--- src/rtl/sensor_cmd_if.sv ---
// rtl/sensor_cmd_if.sv - scan-code input, sensor handshake and status bundle for sensor_cmd_scheduler
//
// Purpose: groups the keyboard strobe/byte, the two sensor enable/done handshakes
// and the status outputs of the scheduler into one interface.
// Signals:
//   datolisto  1-cycle strobe, tecla valid
//   tecla      8-bit scan code byte
//   temp_done  temperature front-end finished
//   humo_done  smoke front-end finished
//   tempenable level, high for the whole temperature op
//   humoenable level, high for the whole smoke op
//   busy       scheduler active or queue non-empty
//   cor        {ovf_sticky, tout_sticky, humoenable, tempenable}
// Modports: master drives stimulus/done and observes status, slave is the scheduler.

interface sensor_cmd_if;
    logic       datolisto;
    logic [7:0] tecla;
    logic       temp_done;
    logic       humo_done;
    logic       tempenable;
    logic       humoenable;
    logic       busy;
    logic [3:0] cor;

    modport master (
        output datolisto, tecla, temp_done, humo_done,
        input  tempenable, humoenable, busy, cor
    );

    modport slave (
        input  datolisto, tecla, temp_done, humo_done,
        output tempenable, humoenable, busy, cor
    );
endinterface

--- src/rtl/sensor_cmd_scheduler.sv ---
// rtl/sensor_cmd_scheduler.sv - PS/2 make-code decoder, request queue and one-at-a-time sensor sequencer
//
// Purpose: filters F0/E0 prefixed bytes, decodes make codes into temperature/smoke
// requests, queues them in a small FIFO and runs one sensor operation at a time with
// an enable/done handshake guarded by a timeout.
// Ports:
//   clk    system clock
//   reset  synchronous, active-high
//   bus    sensor_cmd_if.slave (datolisto, tecla, temp_done, humo_done in;
//          tempenable, humoenable, busy, cor out)

module sensor_cmd_scheduler #(
    parameter int         FIFO_DEPTH  = 4,
    parameter int         TIMEOUT_CYC = 50000000,
    parameter logic [7:0] KEY_TEMP    = 8'h2C,
    parameter logic [7:0] KEY_HUMO    = 8'h33,
    parameter logic [7:0] KEY_ALL     = 8'h1C,
    parameter logic [7:0] KEY_ABORT   = 8'h76
) (
    input  logic         clk,
    input  logic         reset,
    sensor_cmd_if.slave  bus
);

    localparam int AW = $clog2(FIFO_DEPTH);
    localparam int TW = $clog2(TIMEOUT_CYC + 1);
    localparam logic [AW:0]   DEPTH_V = (AW+1)'(FIFO_DEPTH);
    localparam logic [TW-1:0] TMAX    = TW'(TIMEOUT_CYC - 1);

    typedef enum logic [1:0] {IDLE, TEMP, HUMO} state_t;

    state_t          r_state, w_state_nxt;
    logic [FIFO_DEPTH-1:0] r_mem;
    logic [AW-1:0]   r_wr_ptr, r_rd_ptr;
    logic [AW:0]     r_count;
    logic            r_brk, r_ext;
    logic            r_ovf, r_tout;
    logic            r_tempenable, r_humoenable;
    logic [TW-1:0]   r_tcnt;

    logic            w_prefix, w_decode;
    logic            w_key_temp, w_key_humo, w_key_all, w_key_abort;
    logic [AW:0]     w_free, w_npush;
    logic            w_push1, w_push2, w_ovf_set;
    logic            w_pop, w_tout_set, w_head;

    // Decode only bytes that arrive with no pending break/extended prefix.
    assign w_prefix    = (bus.tecla == 8'hF0) || (bus.tecla == 8'hE0);
    assign w_decode    = bus.datolisto && !w_prefix && !r_brk && !r_ext;
    assign w_key_temp  = w_decode && (bus.tecla == KEY_TEMP);
    assign w_key_humo  = w_decode && (bus.tecla == KEY_HUMO);
    assign w_key_all   = w_decode && (bus.tecla == KEY_ALL);
    assign w_key_abort = w_decode && (bus.tecla == KEY_ABORT);

    // Room is judged on the registered count, so a pop in this cycle never frees space.
    assign w_free    = DEPTH_V - r_count;
    assign w_push1   = (w_key_temp || w_key_humo) && (w_free != '0);
    assign w_push2   = w_key_all && (w_free >= (AW+1)'(2));
    assign w_ovf_set = (w_key_temp || w_key_humo || w_key_all) && !w_push1 && !w_push2;
    assign w_npush   = w_push2 ? (AW+1)'(2) : (w_push1 ? (AW+1)'(1) : '0);
    assign w_head    = r_mem[r_rd_ptr];

    always_ff @(posedge clk) begin
        if (reset) r_state <= IDLE;
        else       r_state <= w_state_nxt;
    end

    always_comb begin
        w_state_nxt = r_state;
        w_pop       = 1'b0;
        w_tout_set  = 1'b0;
        case (r_state)
            IDLE: begin
                if (r_count != '0) begin
                    w_pop       = 1'b1;
                    w_state_nxt = w_head ? HUMO : TEMP;
                end
            end
            TEMP: begin
                // done is checked first so a done on the last allowed cycle is not an error
                if (bus.temp_done) begin
                    w_state_nxt = IDLE;
                end else if (r_tcnt == TMAX) begin
                    w_state_nxt = IDLE;
                    w_tout_set  = 1'b1;
                end
            end
            HUMO: begin
                if (bus.humo_done) begin
                    w_state_nxt = IDLE;
                end else if (r_tcnt == TMAX) begin
                    w_state_nxt = IDLE;
                    w_tout_set  = 1'b1;
                end
            end
            default: w_state_nxt = IDLE;
        endcase
        if (w_key_abort) begin
            w_state_nxt = IDLE;
            w_pop       = 1'b0;
            w_tout_set  = 1'b0;
        end
    end

    // Counter restarts whenever the state changes, so it reads 0 on the first op cycle.
    always_ff @(posedge clk) begin
        if (reset || r_state == IDLE || w_state_nxt != r_state) r_tcnt <= '0;
        else                                                    r_tcnt <= r_tcnt + TW'(1);
    end

    // Enables mirror the next state so they line up with the state register.
    always_ff @(posedge clk) begin
        if (reset) begin
            r_tempenable <= 1'b0;
            r_humoenable <= 1'b0;
        end else begin
            r_tempenable <= (w_state_nxt == TEMP);
            r_humoenable <= (w_state_nxt == HUMO);
        end
    end

    always_ff @(posedge clk) begin
        if (reset) begin
            r_brk <= 1'b0;
            r_ext <= 1'b0;
        end else if (bus.datolisto) begin
            if (bus.tecla == 8'hF0)      r_brk <= 1'b1;
            else if (bus.tecla == 8'hE0) r_ext <= 1'b1;
            else begin
                r_brk <= 1'b0;
                r_ext <= 1'b0;
            end
        end
    end

    always_ff @(posedge clk) begin
        if (reset) begin
            r_mem    <= '0;
            r_wr_ptr <= '0;
            r_rd_ptr <= '0;
            r_count  <= '0;
        end else if (w_key_abort) begin
            r_wr_ptr <= '0;
            r_rd_ptr <= '0;
            r_count  <= '0;
        end else begin
            if (w_push1) begin
                r_mem[r_wr_ptr] <= w_key_humo;
                r_wr_ptr        <= r_wr_ptr + AW'(1);
            end else if (w_push2) begin
                r_mem[r_wr_ptr]          <= 1'b0;
                r_mem[r_wr_ptr + AW'(1)] <= 1'b1;
                r_wr_ptr                 <= r_wr_ptr + AW'(2);
            end
            if (w_pop) r_rd_ptr <= r_rd_ptr + AW'(1);
            r_count <= r_count + w_npush - {{AW{1'b0}}, w_pop};
        end
    end

    always_ff @(posedge clk) begin
        if (reset || w_key_abort) begin
            r_ovf  <= 1'b0;
            r_tout <= 1'b0;
        end else begin
            r_ovf  <= r_ovf  | w_ovf_set;
            r_tout <= r_tout | w_tout_set;
        end
    end

    assign bus.tempenable = r_tempenable;
    assign bus.humoenable = r_humoenable;
    assign bus.busy       = (r_state != IDLE) || (r_count != '0);
    assign bus.cor        = {r_ovf, r_tout, r_humoenable, r_tempenable};

endmodule

--- src/flat_wrapper.sv ---
// flat-port wrapper written by rule: the top's interface ports become plain ports
module sensor_cmd_scheduler_flat 
#(
    parameter int         FIFO_DEPTH  = 4,
    parameter int         TIMEOUT_CYC = 50000000,
    parameter logic [7:0] KEY_TEMP    = 8'h2C,
    parameter logic [7:0] KEY_HUMO    = 8'h33,
    parameter logic [7:0] KEY_ALL     = 8'h1C,
    parameter logic [7:0] KEY_ABORT   = 8'h76
)
  (clk, reset, bus_datolisto, bus_tecla, bus_temp_done, bus_humo_done, bus_tempenable, bus_humoenable, bus_busy, bus_cor);
  sensor_cmd_if bus_i ();
  input  logic clk;
  input  logic reset;
  input wire logic [$bits(bus_i.datolisto)-1:0] bus_datolisto;
  input wire logic [$bits(bus_i.tecla)-1:0] bus_tecla;
  input wire logic [$bits(bus_i.temp_done)-1:0] bus_temp_done;
  input wire logic [$bits(bus_i.humo_done)-1:0] bus_humo_done;
  output wire logic [$bits(bus_i.tempenable)-1:0] bus_tempenable;
  output wire logic [$bits(bus_i.humoenable)-1:0] bus_humoenable;
  output wire logic [$bits(bus_i.busy)-1:0] bus_busy;
  output wire logic [$bits(bus_i.cor)-1:0] bus_cor;
  assign bus_i.datolisto = bus_datolisto;
  assign bus_i.tecla = bus_tecla;
  assign bus_i.temp_done = bus_temp_done;
  assign bus_i.humo_done = bus_humo_done;
  assign bus_tempenable = bus_i.tempenable;
  assign bus_humoenable = bus_i.humoenable;
  assign bus_busy = bus_i.busy;
  assign bus_cor = bus_i.cor;
  sensor_cmd_scheduler #(.FIFO_DEPTH(FIFO_DEPTH), .TIMEOUT_CYC(TIMEOUT_CYC), .KEY_TEMP(KEY_TEMP), .KEY_HUMO(KEY_HUMO), .KEY_ALL(KEY_ALL), .KEY_ABORT(KEY_ABORT)) u_core (.clk(clk), .reset(reset), .bus(bus_i));
endmodule
--- config.mk ---
export PLATFORM = sky130hd
export DESIGN_NAME = sensor_cmd_scheduler_flat
export DESIGN_NICKNAME = d
export VERILOG_FILES = /design/src/rtl/sensor_cmd_if.sv /design/src/rtl/sensor_cmd_scheduler.sv /design/src/flat_wrapper.sv
export SDC_FILE = /design/constraint.sdc
export NUM_CORES = 1
export LEC_CHECK = 0
export ABC_AREA = 1
export BUFFER_PORTS_ARGS = -buffer_cell sky130_fd_sc_hd__clkbuf_2
export CELL_PAD_IN_SITES_DETAIL_PLACEMENT = 0
export CELL_PAD_IN_SITES_GLOBAL_PLACEMENT = 1
export CORE_ASPECT_RATIO = 1.75
export CORE_MARGIN = 3
export CORE_UTILIZATION = 39
export CTS_BUF_LIST = sky130_fd_sc_hd__clkbuf_8
export DETAILED_ROUTE_END_ITERATION = 7
export PLACE_DENSITY = 0.7
export RECOVER_POWER = 100
export SYNTH_ARGS = -nofsm -noshare
export SYNTH_HDL_FRONTEND = slang
export SYNTH_SLANG_ARGS = --single-unit
--- constraint.sdc ---
create_clock -name clk -period 4.02 [get_ports clk]
set_clock_uncertainty 0.15 [all_clocks]
set_input_delay 0.402 -clock clk [delete_from_list [all_inputs] [get_ports clk]]
set_output_delay 0.402 -clock clk [all_outputs]
set_load 0.02 [all_outputs]
==> metrics, run 1 <==
Peak VDD IR=0.154 mV; gr ovfl total=0; RSZ-0062 raised after global routing=false; Worst Min Path Start=reset; Syn Area/Cell=7.47 um^2; Setup Buffers After CTS=0; Final nets=442; cts bufs inserted=5; Final period util=73.5%; post-synthesis sequential area ratio=30.7%; core area=7280 um^2; PD cells=401 nW/um^2; Slew @ Worst Pin=1.10 ns; starting density of the core=40.3%; slowest stage delay, CP=0.58 ns; detailed placer's ending HPWL=4.85 mm; initial antenna violation count=0; number of global-route vias before repair=2176; area fraction of the dominant cell type after synthesis=30.7%; Vias/cell=4.65; post-synthesis register bit count=45; num rows=41; layout cell share with drive strength beyond 1=13.1%; Slew Viols, Final=0; family with the most delay on the worst path=simple AND/OR/NAND/NOR gates; Area Overhead vs Synth=4.26%; ys async rst share=0%; Reg2Reg Capture Point=u_core.r_count[2]; detail-routed net length per standard cell=12.0 um; switching pwr=471 uW; CP max stage cell=nor2_1; cell depth of the worst setup path=17; fillers=793; clk slew on worst S/H paths=0.08 ns; Via Count=2317; Buf+Inv Stages, Crit Path=4; PortBufs=19; htree depth=2; Clk Latency, worst-skew pair=0.30 ns; Worst slew margin=26.5%; max cap viols=0; crit-path cells=clkbuf_1, nand2_1, nor2_2, nand2_1, nand3_1, nor2_1, nand2_4, nand2_1, inv_1, ha_1, inv_1, ha_1, inv_1, fa_1, xnor2_1, xnor2_1, nor2_1; combinational group share of total power=35.1%; Synthesized Nets=423; Switching Share=38.3%; Clock Path Buffers=2; Clock power frac=22.9%; worst hold path class=input pin to register; CTS tree=built; # placed instances=491; most common cell in the netlist=nand2_1; Synth top cells by count=nand2_1 (86), inv_1 (62), nor2_1 (47), dfxtp_1 (45), nor2_4 (20); initial DRC count=55; Finished Layout Cells=498; Setup crit start kind=input pin; Hold Violations, Final=0; setup_tns=0 ns; Final Total Pwr=1.23 mW; Antenna diodes=0; Worst Path Max Fanout=10; Reg2Reg Depth=14; Post-synth EDFFs=0; Area contributors post-synth=dfxtp_1 (31%), nand2_1 (11%), inv_1 (7.9%), nor2_4 (7.7%), ha_1 (6.8%); cell internal pwr=757 uW; DRC errors left=0; Die W=71.6 um; outcome=finished clean; Crit path required time=4.06 ns; Top FF cell, synth=dfxtp_1; Die Y-Extent=121 um; CP Data Arrival Time=2.99 ns; Crit Path Class=input pin to register; Reg power frac=42.0%; Leak Pwr=1.22 nW; # IOs=20; final setup fails=0; crit end category=register; Reg2Reg Setup Slack=1.17 ns; hold path depth=2; wire length of the first global-routing pass=10.0 mm; clock tree sinks=45; Mapped Area=2940 um^2; Post-CTS Hold Buffers=0; CTS root buffer=clkbuf_8; synth warn=0; GP Congestion=0.840; Synth area leader=dfxtp_1; FMAX=0.339 GHz; synth unique cells=33; hold endpoint=u_core.r_state[0]; reg-to-reg startpoint=u_core.r_brk; largest net degree at the start of global routing=27; final antenna-violating net count=0; Post-Syn Instances=393; final wirelength=6.00 mm; # resized after CTS=0; Final min period=2.95 ns; DIE AREA=8650 um^2; GRT Util Overall=15.2%; drt pass-1 iters=4
-- cell usage in the layout (no fill, tap or decap) --
cell      count
inv_1        63
dfxtp_1      45
nand2_2       7
xnor2_1       9
inv_2         3
nor3_1       12
a21oi_4       1
xor2_1       16
clkbuf_2     11
nor3_4        1
o211ai_1      1
nor4_4        1
nor2_4       18
nand3b_1      2
a21oi_1       7
nand3_2       1
ha_1         16
fa_1          1
nand2_1      87
nand3_1      22
o21ai_0       6
o22ai_1       1
nor2_2        4
o21a_1        1
clkbuf_8      6
clkbuf_1      8
nand2_4       1
nor2_1       51
nand4_1       8
nor4_1        2
-- flip-flops by register name, summed over array words and instances (netlist names), 2 cells and up, named ones only --
| register | flops |
|---|---|
| u_core.r_wr_ptr | 2 |
| u_core.r_state | 2 |
| u_core.r_tcnt | 26 |
| u_core.r_rd_ptr | 2 |
| u_core.r_count | 3 |
| u_core.r_mem | 2 |
-- logic make-up (layout without fill, tap and decap cells) --
| group | count (synthesis) | in the layout | synth area share [%] |
|---|---|---|---|
| AND/OR/NAND/NOR | 217 | 217 | 40.0 |
| XOR/XNOR | 25 | 25 | 7.46 |
| flip-flops | 45 | 45 | 30.7 |
| adder cells (fa/ha/maj) | 17 | 17 | 7.50 |
| buffers and inverters | 72 | 91 | 10.9 |
| AO/OA/AOI/OAI | 17 | 17 | 3.49 |
-- power by group through the flow --
stage / registers (mW) / logic [mW] / clock network (mW)
after global routing: 0.521 / 0.497 / 0.311
final: 0.516 / 0.431 / 0.282
after floorplan: 0.525 / 0.396 / 0
after CTS: 0.517 / 0.475 / 0.301
after global placement: 0.528 / 0.469 / 0
after detailed placement: 0.527 / 0.472 / 0
-- layout make-up --
class	count	area, um^2	area share [%]
Sequential cell	45	901	29.4
Timing Repair Buffer	19	85.1	2.78
Inverter	65	244	7.97
Multi-Input combinational cell	276	1640	53.5
Tap cell	86	108	3.51
Clock buffer	6	82.6	2.70
Clock inverter	1	3.75	0.123
-- worst max path at each step --
stage | slack [ns] | start | end
2_1_floorplan | 1.43 | bus_tecla[4] | u_core.r_count[2]
3_3_place_gp | 1.20 | bus_tecla[5] | u_core.r_count[2]
6_report | 1.07 | bus_tecla[5] | u_core.r_count[2]
3_5_place_dp | 1.14 | bus_tecla[5] | u_core.r_count[2]
4_1_cts | 1.17 | u_core.r_count[1] | u_core.r_count[2]
5_1_grt | 0.86 | bus_tecla[5] | u_core.r_count[2]
-- per-layer routing --
layer	GRT usage (%)	vias to the layer above	part of all wire (%)
met5	0	-	0
met4	7.29	0	3.1
met3	3.08	11	1.8
met2	30.1	15	60
met1	14.1	1051	35
li1	-	1240	-
-- per-stage QoR --
step	util (%)	hold WS, ns	area (um^2)	setup WS, ns
floorplan	-	0.276	2940	1.43
global placement	42.1	0.300	3060	1.20
detailed placement	42.1	0.306	3060	1.14
CTS	43.2	0.151	3150	1.17
global route	42.0	0.173	3060	0.856
finish	42.0	0.172	3060	1.07
(Power assumes the default switching activity.)
==> run 2: changes to the inputs <==
==> constraint.sdc (replaced) <==
create_clock -name clk -period 2.8 [get_ports clk]
set_clock_uncertainty 0.15 [all_clocks]
set_input_delay 0.28 -clock clk [delete_from_list [all_inputs] [get_ports clk]]
set_output_delay 0.28 -clock clk [all_outputs]
set_load 0.02 [all_outputs]
==> run 2 against run 1 <==
Net effect:
- power up 45%
- sequential power up 43%
- final cell count up 2.0%
- critical path depth down 3
- hold slack worse by 0.12 ns
- utilization up 0.22 points
- die area unchanged
- sequential share of layout area down 0.16 points
- worst setup slack worse by 0.81 ns
- routed wire length up 2.8%
- critical endpoint is now u_core.r_tcnt[21]
- highest routed layer unchanged
==> metrics, run 2 (synthesized netlist as in run 1, its figures left out) <==
Leak Pwr=1.27 nW (+4.4%); Slew Viols, Final=0 (unchanged); most common cell after layout, fill and taps aside=nand2_1; drt pass-1 iters=4 (unchanged); FMAX=0.394 GHz; Slew @ Worst Pin=0.385 ns (-0.714 ns); initial antenna violation count=0 (unchanged); Via Count=2336 (+0.82%); Peak VDD IR=0.199 mV (+29%); largest net degree at the start of global routing=15 (-44%); Final nets=452 (+2.3%); htree depth=2 (unchanged); reg-to-reg startpoint=u_core.r_state[0]; cts bufs inserted=5 (unchanged); CP max stage cell=dfxtp_1; final wirelength=6.17 mm (+2.8%); CTS root buffer=clkbuf_8; Post-CTS Hold Buffers=0 (unchanged); Reg2Reg Depth=14 (unchanged); fillers=804 (+1.4%); # resized after CTS=0 (unchanged); CTS tree=built; Final min period=2.54 ns; DIE AREA=8650 um^2 (unchanged); Setup Buffers After CTS=0 (unchanged); core area=7280 um^2 (unchanged); PortBufs=19 (unchanged); gr ovfl total=0 (unchanged); final setup fails=0 (unchanged); Final period util=90.7%; CP Data Arrival Time=2.63 ns (-0.36 ns); max cap viols=0 (unchanged); wire length of the first global-routing pass=10.5 mm (+5.3%); Setup crit start kind=register; Area Overhead vs Synth=4.81%; number of global-route vias before repair=2457 (+13%); hold endpoint=u_core.r_state[0]; CP most frequent cell=inv_1; Worst Path Max Fanout=14 (+4); Final WS setup=0.260 ns (-0.806 ns); crit end category=register; Vias/cell=4.60 (-1.2%); multi-input logic area=1590 um^2 (-3.1%); Regs by FF count=u_core.r_tcnt (26), u_core.r_count (3); Crit Path Class=register to register; outcome=finished clean; Die Y-Extent=121 um (unchanged); commonest non-fill, non-tap cells in the layout=nand2_1 (87), inv_1 (63), nor2_1 (58); crit-path cells=inv_1, clkbuf_1, ha_1, inv_1, o22ai_1, inv_1, nor2_1, nand2_1, nand2_1, nand3_1, a21oi_1, nand2_4, clkbuf_2, nor2_4; Worst Min Path Start=reset; num rows=41 (unchanged); # IOs=20 (unchanged); dpl ws=0.127 ns (-1.02 ns); clk slew on worst S/H paths=0.09 ns (about the same); starting density of the core=40.3% (unchanged); initial DRC count=86 (+56%); Die W=71.6 um (unchanged); Reg2Reg Setup Slack=0.26 ns (-0.91 ns); GP Congestion=0.889 (+5.8%); layout cell share with drive strength beyond 1=12.8% (-0.31 points); clock tree sinks=45 (unchanged); GRT Util Overall=15.8% (+0.57 points); Clock Path Buffers=2 (unchanged); Antenna diodes=0 (unchanged); Crit path required time=2.89 ns (-1.17 ns); worst hold path class=input pin to register; DRC errors left=0 (unchanged); Clk Latency, worst-skew pair=0.30 ns (about the same); RSZ-0062 raised after global routing=false; detail-routed net length per standard cell=12.1 um (+0.78%); hold path depth=2 (unchanged); Worst slew margin=74.4% (+48 points); Largest Register=u_core.r_tcnt; max reg flops=26 (unchanged); FF/Latch Area=901 um^2 (unchanged); slowest stage delay, CP=0.38 ns (-0.20 ns); Hold Violations, Final=0 (unchanged); detailed placer's ending HPWL=5.06 mm (+4.3%); PD cells=580 nW/um^2 (+44%); Reg2Reg Capture Point=u_core.r_tcnt[21]; final antenna-violating net count=0 (unchanged); setup_tns=0 ns (unchanged)
-- run 2: routing by layer --
| layer | GRT usage (%) | vias up | wire [um] |
|---|---|---|---|
| met2 | 32.9 | 21 | 3730 |
| met3 | 2.58 | 12 | 103 |
| met5 | 0 | - | 0 |
| met1 | 13.8 | 1048 | 2150 |
| met4 | 7.06 | 0 | 182 |
| li1 | - | 1255 | - |
-- run 2: report_power, final --
group / total, mW / internal, mW / switching (mW) / leakage [nW]
clock: 0.412 / 0.193 / 0.219 / 0.0485
combinational: 0.634 / 0.229 / 0.406 / 0.857
sequential: 0.737 / 0.693 / 0.0447 / 0.364
total: 1.78 / 1.11 / 0.670 / 1.27
-- run 2: cell type report --
type                       count  share of cell area (%)
clock inverter                 1                   0.122
sequential                    45                    29.3
inverter                      65                    7.93
timing repair buffer          29                    4.92
multi-input combinational    276                    51.6
clock buffer                   6                    2.68
tap                           86                    3.50
-- run 2: through the flow --
stage	total power [mW]	cell area (um^2)	hold slack, ns	util [%]	cells
final	1.78	3080	0.0478	42.3	508
after global routing	1.92	3080	0.0474	42.3	508
after CTS	1.92	3240	0.0379	44.5	508
after detailed placement	1.50	3150	0.304	43.3	501
after global placement	1.50	3150	0.302	43.3	501
after floorplan	1.32	2940	0.202	-	393
-- run 2: worst max-delay path by stage --
stage / start / end / slack [ns] / cells past startpoint
final: u_core.r_state[0] / u_core.r_tcnt[21] / 0.26 / 14
after global routing: u_core.r_state[0] / u_core.r_tcnt[21] / 0.04 / 14
after CTS: u_core.r_count[1] / u_core.r_count[2] / 0.22 / 14
after detailed placement: bus_tecla[1] / u_core.r_count[2] / 0.13 / 12
after global placement: bus_tecla[1] / u_core.r_count[2] / 0.17 / 12
after floorplan: u_core.r_count[0] / u_core.r_count[2] / 0.31 / 14
-- run 2: worst max-delay path: cells and delay by family (launching register included) --
family	cells	cell delay [ns]
AND/OR/NAND/NOR	6	0.67
buffers and inverters	5	0.62
AO/OA/AOI/OAI	2	0.48
flip-flops	1	0.38
adder cells (fa/ha/maj)	1	0.16
==> run 3: changes to the inputs <==
--- a/config.mk
+++ b/config.mk
@@ -13,7 +13,9 @@
 export CORE_MARGIN = 3
 export CORE_UTILIZATION = 39
 export CTS_BUF_LIST = sky130_fd_sc_hd__clkbuf_8
+export CTS_CLUSTER_SIZE = 8
 export DETAILED_ROUTE_END_ITERATION = 7
+export GPL_TIMING_DRIVEN = 0
 export PLACE_DENSITY = 0.7
 export RECOVER_POWER = 100
 export SYNTH_ARGS = -nofsm -noshare
==> run 3 against run 2 <==
Net effect:
- sequential cell count unchanged
- combinational power about the same
- cell area up 0.94%
- largest power group unchanged
- power down 1.1%
- global-route usage down 0.14 points
- critical path depth unchanged
- critical endpoint is now u_core.r_count[2]
- sequential power up 0.8%
- non-clock buffer count down 3
- final cell count down 0.79%
- sequential share of layout area down 0.19 points
==> metrics, run 3 (synthesized netlist as in run 1, its figures left out) <==
PortBufs=19 (unchanged); CP Data Arrival Time=2.61 ns (-0.02 ns); RSZ-0062 raised after global routing=false; largest net degree at the start of global routing=13 (-2); dpl ws=-0.0114 ns (-0.138 ns); slowest stage delay, CP=0.39 ns (about the same); wire length of the first global-routing pass=10.4 mm (-0.92%); Final nets=449 (-0.66%); setup_tns=0 ns (unchanged); crit-path cells=inv_1, ha_1, ha_2, nor2_4, nand2_1, inv_1, ha_1, inv_1, ha_1, inv_1, fa_1, xnor2_1, xnor2_1, nor2_1; clock tree sinks=45 (unchanged); Clock power frac=22.2% (-0.9 points); DIE AREA=8650 um^2 (unchanged); Area Overhead vs Synth=5.79%; Setup crit start kind=register; Worst slew margin=61.0% (-13 points); Finished Layout Cells=504 (-0.79%); Crit path required time=2.84 ns (-0.05 ns); commonest non-fill, non-tap cells in the layout=nand2_1 (88), inv_1 (62), nor2_1 (52); Die Y-Extent=121 um (unchanged); max reg flops=26 (unchanged); starting density of the core=40.3% (unchanged); Slew Viols, Final=0 (unchanged); Final Total Pwr=1.77 mW (-1.1%); # resized after CTS=0 (unchanged); Reg power frac=42.1% (+0.8 points); Clk Latency, worst-skew pair=0.30 ns (about the same); layout cell share with drive strength beyond 1=15.1% (+2.3 points); Leak Pwr=1.25 nW (-1.4%); number of global-route vias before repair=2347 (-4.5%); crit end category=register; CP max stage cell=fa_1; fillers=799 (-0.62%); GP Congestion=0.822 (-7.5%); drt pass-1 iters=4 (unchanged); detail-routed net length per standard cell=12.1 um (-0.42%); CTS tree=built; gr ovfl total=0 (unchanged); hold path depth=2 (unchanged); Crit Path Class=register to register; Slew @ Worst Pin=0.580 ns (+0.196 ns); detailed placer's ending HPWL=4.95 mm (-2.2%); Worst Min Path Start=reset; outcome=finished clean; GRT Util Overall=15.7% (-0.14 points); Switching Share=38.3% (+0.78 points); Final period util=91.8% (+1.0 points); Regs by FF count=u_core.r_tcnt (26), u_core.r_count (3); Peak VDD IR=0.273 mV (+37%); Reg2Reg Depth=14 (unchanged); reg-to-reg startpoint=u_core.r_count[1]; htree depth=2 (unchanged); Die W=71.6 um (unchanged); cts bufs inserted=5 (unchanged); CTS root buffer=clkbuf_8; FMAX=0.389 GHz (-1.1%); # placed instances=498 (-0.60%); combinational group share of total power=35.7% (about the same); hold slack=0.0379 ns (-0.00986 ns); Final min period=2.57 ns (+0.0292 ns); Reg2Reg Setup Slack=0.23 ns (-0.03 ns); final antenna-violating net count=0 (unchanged); initial antenna violation count=0 (unchanged); most common cell after layout, fill and taps aside=nand2_1; Reg2Reg Capture Point=u_core.r_count[2]; final setup fails=0 (unchanged); final wirelength=6.09 mm (-1.2%); hold endpoint=u_core.r_state[1]; final core occ=42.6% (+0.40 points); clk slew on worst S/H paths=0.09 ns (about the same); dpl cell area=3140 um^2 (-0.40%); num rows=41 (unchanged); Antenna diodes=0 (unchanged); DRC errors left=0 (unchanged); PD cells=568 nW/um^2 (-2.0%); max cap viols=0 (unchanged); Final WS setup=0.231 ns (-0.0292 ns); worst hold path class=input pin to register; Clock Path Buffers=2 (unchanged); # IOs=20 (unchanged); cell internal pwr=1.09 mW (-2.3%); Via Count=2289 (-2.0%); Largest Register=u_core.r_tcnt; Finished Cell Area=3110 um^2 (+0.94%); Setup Buffers After CTS=0 (unchanged); Worst Path Max Fanout=4 (-10); switching pwr=677 uW (+1.0%); Post-CTS Hold Buffers=0 (unchanged); core area=7280 um^2 (unchanged); Hold Violations, Final=0 (unchanged); Vias/cell=4.54 (-1.2%); CP most frequent cell=inv_1; initial DRC count=59 (-31%)
==> run 3: power by group through the flow <==
stage | Combinational (mW) | Clock (mW) | Sequential [mW]
after floorplan | 0.569 | 0 | 0.754
after global placement | 0.706 | 0 | 0.756
after detailed placement | 0.710 | 0 | 0.757
after CTS | 0.714 | 0.418 | 0.743
after global routing | 0.719 | 0.432 | 0.752
final | 0.631 | 0.391 | 0.743
==> run 3: metal layers <==
metal | share of wire (%) | routed length, um | vias to the layer above | global-route usage (%)
li1 | - | - | 1253 | -
met1 | 35 | 2140 | 1015 | 13.9
met2 | 60 | 3680 | 12 | 32.1
met3 | 1.9 | 118 | 9 | 2.91
met4 | 2.5 | 152 | 0 | 6.82
met5 | 0 | 0 | - | 0
==> run 3: worst max-delay path, delay by kind of cell (launching register included) <==
family / cells / cell delay (ns)
DFF: 1 / 0.35
xor gates and xnor gates: 2 / 0.31
adders and majority gates: 5 / 1.18
and+or+nand+nor: 3 / 0.24
buffers and inverters: 4 / 0.24
==> run 3: how the worst max path moves through the flow <==
stage                      startpoint                 to  slack, ns  depth (start not counted)
global route        u_core.r_state[0]  u_core.r_count[2]       0.03                         14
floorplan           u_core.r_count[0]  u_core.r_count[2]       0.31                         14
finish              u_core.r_count[1]  u_core.r_count[2]       0.23                         14
detailed placement       bus_tecla[5]  u_core.r_count[2]      -0.01                         17
global placement         bus_tecla[5]  u_core.r_count[2]       0.02                         17
CTS                 u_core.r_count[1]  u_core.r_count[2]       0.04                         14
==> run 3: final cells by class <==
cell class	instances	area, um^2	area share (%)
Multi-Input combinational cell	276	1640	52.9
Sequential cell	45	903	29.1
Inverter	65	244	7.85
Tap cell	86	108	3.46
Timing Repair Buffer	19	86.3	2.78
Clock buffer	5	68.8	2.22
Buffer	7	48.8	1.57
Clock inverter	1	5.00	0.161
